## src/rtl/cpu_pkg.sv

```systemverilog
// Shared CPU constants: default datapath width and NZCV bit positions
// used when packing condition flags into the CPSR.
package cpu_pkg;

  localparam int DEFAULT_WIDTH = 32;

  // Bit positions of the condition flags inside a packed 4-bit NZCV field.
  localparam int FLAG_N = 3;
  localparam int FLAG_Z = 2;
  localparam int FLAG_C = 1;
  localparam int FLAG_V = 0;

endpackage

```

## src/rtl/mac_add_flags.sv

```systemverilog
// Combinational W-bit adder with ARM-style NZCV flag generation.
// Kept free of state so the ALU can reuse it unchanged.
module mac_add_flags
  import cpu_pkg::*;
#(
  parameter int W = DEFAULT_WIDTH
) (
  input  logic [W-1:0] a_i,
  input  logic [W-1:0] b_i,
  output logic [W-1:0] sum_o,
  output logic [3:0]   nzcv_o
);

  logic [W:0] full_sum;

  // Unsigned add with an extra bit for carry; overflow when both addends
  // share a sign and the truncated sum does not.
  always_comb begin
    full_sum         = {1'b0, a_i} + {1'b0, b_i};
    sum_o            = full_sum[W-1:0];
    nzcv_o           = '0;
    nzcv_o[FLAG_N]   = full_sum[W-1];
    nzcv_o[FLAG_Z]   = (full_sum[W-1:0] == '0);
    nzcv_o[FLAG_C]   = full_sum[W];
    nzcv_o[FLAG_V]   = (a_i[W-1] == b_i[W-1]) && (full_sum[W-1] != a_i[W-1]);
  end

endmodule

```

## src/rtl/mac_unit.sv

```systemverilog
// Two-stage pipelined multiply-accumulate: result = low WIDTH bits of
// in1*in2 + acc, with NZCV flags describing the accumulate add.
// Stage 1 registers the truncated product, stage 2 registers the sum and flags.
module mac_unit
  import cpu_pkg::*;
#(
  parameter int WIDTH = DEFAULT_WIDTH
) (
  input  logic             clk,
  input  logic             rst,
  input  logic             in_valid,
  input  logic [WIDTH-1:0] in1,
  input  logic [WIDTH-1:0] in2,
  input  logic [WIDTH-1:0] acc,
  output logic             out_valid,
  output logic [WIDTH-1:0] result,
  output logic             zero_flag,
  output logic             carry_flag,
  output logic             overflow_flag,
  output logic             negative_flag
);

  // Only the low WIDTH product bits matter, so the multiply is sized to
  // WIDTH; that makes signed and unsigned operands give the same result.
  logic [WIDTH-1:0] prod_d;
  assign prod_d = in1 * in2;

  logic [WIDTH-1:0] prod_q;
  logic [WIDTH-1:0] acc_q;
  logic             valid1_q;

  logic [WIDTH-1:0] sum_d;
  logic [3:0]       nzcv_d;

  logic [WIDTH-1:0] result_q;
  logic [3:0]       flags_q;
  logic             out_valid_q;

  // Stage 1: capture product, addend and valid every cycle (no stall path).
  always_ff @(posedge clk) begin
    if (rst) begin
      prod_q   <= '0;
      acc_q    <= '0;
      valid1_q <= 1'b0;
    end else begin
      prod_q   <= prod_d;
      acc_q    <= acc;
      valid1_q <= in_valid;
    end
  end

  mac_add_flags #(
    .W (WIDTH)
  ) u_add_flags (
    .a_i    (prod_q),
    .b_i    (acc_q),
    .sum_o  (sum_d),
    .nzcv_o (nzcv_d)
  );

  // Stage 2: result and flags update only for a valid op, otherwise hold.
  always_ff @(posedge clk) begin
    if (rst) begin
      result_q    <= '0;
      flags_q     <= '0;
      out_valid_q <= 1'b0;
    end else begin
      out_valid_q <= valid1_q;
      if (valid1_q) begin
        result_q <= sum_d;
        flags_q  <= nzcv_d;
      end
    end
  end

  assign out_valid     = out_valid_q;
  assign result        = result_q;
  assign negative_flag = flags_q[FLAG_N];
  assign zero_flag     = flags_q[FLAG_Z];
  assign carry_flag    = flags_q[FLAG_C];
  assign overflow_flag = flags_q[FLAG_V];

endmodule

```

## config.mk

```make
export PLATFORM = sky130hd
export DESIGN_NAME = mac_unit
export DESIGN_NICKNAME = d
export VERILOG_FILES = /design/src/rtl/cpu_pkg.sv /design/src/rtl/mac_add_flags.sv /design/src/rtl/mac_unit.sv
export SDC_FILE = /design/constraint.sdc
export NUM_CORES = 1
export LEC_CHECK = 0
export CORE_MARGIN = 2
export CORE_UTILIZATION = 45
export CTS_BUF_LIST = sky130_fd_sc_hd__clkbuf_2 sky130_fd_sc_hd__clkbuf_4 sky130_fd_sc_hd__clkbuf_8
export DETAILED_ROUTE_END_ITERATION = 8
export DONT_BUFFER_PORTS = 1
export MAX_ROUTING_LAYER = met4
export PLACE_DENSITY = 0.71
export SLEW_MARGIN = 20
export SYNTH_ARGS = -nofsm -noshare
export SYNTH_HDL_FRONTEND = slang
export SYNTH_SLANG_ARGS = --single-unit
```

## constraint.sdc

```tcl
create_clock -name clk -period 13.6 [get_ports clk]
set_clock_uncertainty 0.1 [all_clocks]
set_input_delay 2.04 -clock clk [delete_from_list [all_inputs] [get_ports clk]]
set_output_delay 2.04 -clock clk [all_outputs]
set_load 0.1 [all_outputs]
```

==> results.py <==
metrics = {
    "status": {
        "status": "completed",
    },
    "layout": {
        "drive_above_1_share": 0.0207,
        "stdcell_area_um2": 21100,
        "final_nets": 2829,
        "syn2layout_area_growth_pct": 2.74,
        "diodes": 0,
    },
    "timing": {
        "fin_crit_sh": 0.631,
        "maxSlewHeadroom": 0.304,
        "hold_viol": 0,
        "drv_slew": 0,
        "worstMarginPinSlew_ns": 1.04,
        "fin_tns_setup_ns": 0,
        "hold_ws_ns": 0.557,
        "setup_violations": 0,
        "fin_crit_ns": 8.58,
        "clock.fmax_ghz": 0.117,
        "rsz0062_at_grt": "false",
    },
    "worst_setup_path": {
        "crit_arrival_ns": 8.74,
        "critPathSlowestCell": "fa_1",
        "required_ns": 13.76,
        "cpPeakStageDelay_ns": 0.56,
        "start_kind": "input pin",
        "critPathMaxFanout": 30,
        "path_class": "input pin to flip-flop",
        "crit_chain": "and2_1 > fa_1 > inv_1 > fa_1 > fa_1 > fa_1 > inv_1 > fa_1 > inv_1 > fa_1 > inv_1 > fa_1 > fa_1 > ha_1 > and3_1 > and2_1 > nor3b_2 > a221oi_1 > o21ai_0 > a311oi_1 > o21bai_1 > a21boi_1 > or3_1 > a21oi_1",
        "cp-end-kind": "flip-flop",
        "critical-path-top-cell-by-count": "fa_1",
    },
    "cts": {
        "cts_hold_buf": 0,
        "ctsResizeCount": 0,
        "clockRootBuffer": "clkbuf_8",
        "cts_buffer_depth": 2,
        "h-tree-depth": 3,
        "clkTransAtPathRegs_ns": 0.11,
        "worstSkewPairLatency_ns": 0.38,
        "cts_inserted_buffers": 9,
        "post_cts_buffers": 0,
        "clkSinkCount": 101,
        "cts_tree": "yes",
    },
    "worst_hold_path": {
        "hold_path_class": "flip-flop to flip-flop",
    },
    "global_route": {
        "grt_overflow": 0,
        "antenna_found_initial": 0,
        "grt_pass1_wl_mm": 83.4,
        "grt_max_degree": 103,
        "first_global_vias": 15700,
        "grt_use_total": 0.230,
    },
    "yosys": {
        "ys_warn_count": 0,
        "synth_ff_type": "dfxtp_1",
        "yosysSeqAreaShare": 0.0985,
        "syn-cell-area_um2": 20500,
        "synth_cells": 2262,
        "synth_cell_types": 69,
        "synth.area.top_cells": "fa_1 (40%), dfxtp_1 (9.9%), ha_1 (9.4%)",
        "synth_top_area_share": 0.399,
        "synth.largest_area_cell": "fa_1",
        "synth_area_per_cell_um2": 9.07,
        "synthArstFlopShare": 0,
        "syn_nets": 2925,
        "synth_edf_count": 0,
        "synth_seq_cells": 101,
    },
    "detailed_routing": {
        "ant_nets": 0,
        "viasPerCell": 5.27,
        "drtIter0Drc": 728,
        "routedWlPerCell_um": 18.5,
        "wl_mm": 51.3,
        "vias": 14600,
        "drcViolationCount": 0,
        "dr.pass1.iters": 5,
    },
    "die": {
        "core-area_um2": 45200,
        "start_util": 0.454,
        "fp.dieW_um": 218,
        "ios": 136,
        "die_area_um2": 47300,
        "num_rows": 78,
        "chipHeight_um": 218,
    },
    "placement": {
        "port_buffers": 0,
        "place_congestion": 0.919,
        "placed_area_um2": 20900,
        "hpwl_mm": 41.7,
    },
    "job": {
        "maxCapViolations": 0,
    },
}
synthesized netlist by cell type, types with 19 or more instances:
library cell  count
a21o_1           35
a21oi_1          39
and2_1          304
clkbuf_1        103
dfxtp_1         101
fa_1            409
ha_1            155
inv_1           413
mux2i_1          20
nand2_1         255
nor2_1           74
nor2b_1          50
o21ai_0          19
xnor2_1          75
xor2_1           28
cells by family (layout without fill, tap and decap cells):
logic type | count (synthesis) | after routing | share of synthesized area
multiplexers | 21 | 21 | 0.0103
XOR/XNOR | 103 | 103 | 0.0439
AO/OA/AOI/OAI | 192 | 192 | 0.0670
adder cells (fa/ha/maj) | 564 | 564 | 0.493
buffers and inverters | 521 | 430 | 0.0956
AND/OR/NAND/NOR | 760 | 760 | 0.191
flip-flops | 101 | 101 | 0.0985
layout by cell type, fill, tap and decap left out, types with 3 or more instances in the layout:
master / n
o21bai_1: 9
xor2_1: 28
or3_1: 7
inv_6: 3
nand2b_1: 5
nand3_1: 11
nand2_1: 255
nor2b_1: 50
xnor2_1: 75
a211o_1: 7
inv_1: 413
clkbuf_8: 9
nor4_1: 5
or2_2: 10
dfxtp_1: 100
o211ai_1: 8
a21o_1: 35
nand4_1: 3
a31oi_1: 8
a211oi_1: 10
fa_1: 409
and3_1: 12
mux2i_1: 20
o21ai_0: 19
o21a_1: 7
ha_1: 155
nor2_1: 74
nor3_1: 15
o21ai_1: 10
and2_1: 304
a21oi_2: 4
a21oi_1: 39
final timing paths:
kind / endpoint / from / depth (start not counted) / slack (ns)
max reg2reg: flags_q[2] / acc_q[3] / 11 / 10.27
min: flags_q[0] / prod_q[31] / 3 / 0.56
max: prod_q[29] / in2[2] / 24 / 5.02
min reg2reg: flags_q[0] / prod_q[31] / 3 / 0.56
worst max-delay path: cells and delay by family:
kind | cells | cell delay, ns
AO/OA/AOI/OAI | 6 | 1.27
adder cells (fa/ha/maj) | 9 | 4.36
buffers and inverters | 4 | 0.22
AND/OR/NAND/NOR | 5 | 0.85
registers in the layout, indices dropped and copies added (netlist names):
register,flops
acc_q,32
result,32
flags_q,3
valid1_q,1
prod_q,32
out_valid,1
per-layer routing:
| layer | up-vias | global-route usage | routed length (um) |
|---|---|---|---|
| li1 | 6631 | - | - |
| met4 | 0 | 0.0541 | 1020 |
| met3 | 76 | 0.0238 | 2700 |
| met2 | 405 | 0.385 | 25100 |
| met5 | - | - | 0 |
| met1 | 7479 | 0.300 | 22400 |
cell type report:
cell class	instances	area, um^2
clock buffers	9	124
well taps	600	751
clock inverters	7	91.3
repair buffers	1	7.51
flip-flops and latches	101	2020
fillers	4268	24100
inverters	413	1550
multi-input cells	1640	16500
through the flow:
stage	instances	utilization	setup slack, ns
3_5_place_dp	2755	0.462	4.70
5_1_grt	2771	0.467	4.74
6_report	2771	0.467	5.02
2_1_floorplan	2262	-	4.91
3_3_place_gp	2755	0.462	4.87
4_1_cts	2771	0.467	5.11
Power is left out: the tool's default activity adds up to more than one toggle a clock period on the data nets, which glitch-free logic cannot reach.
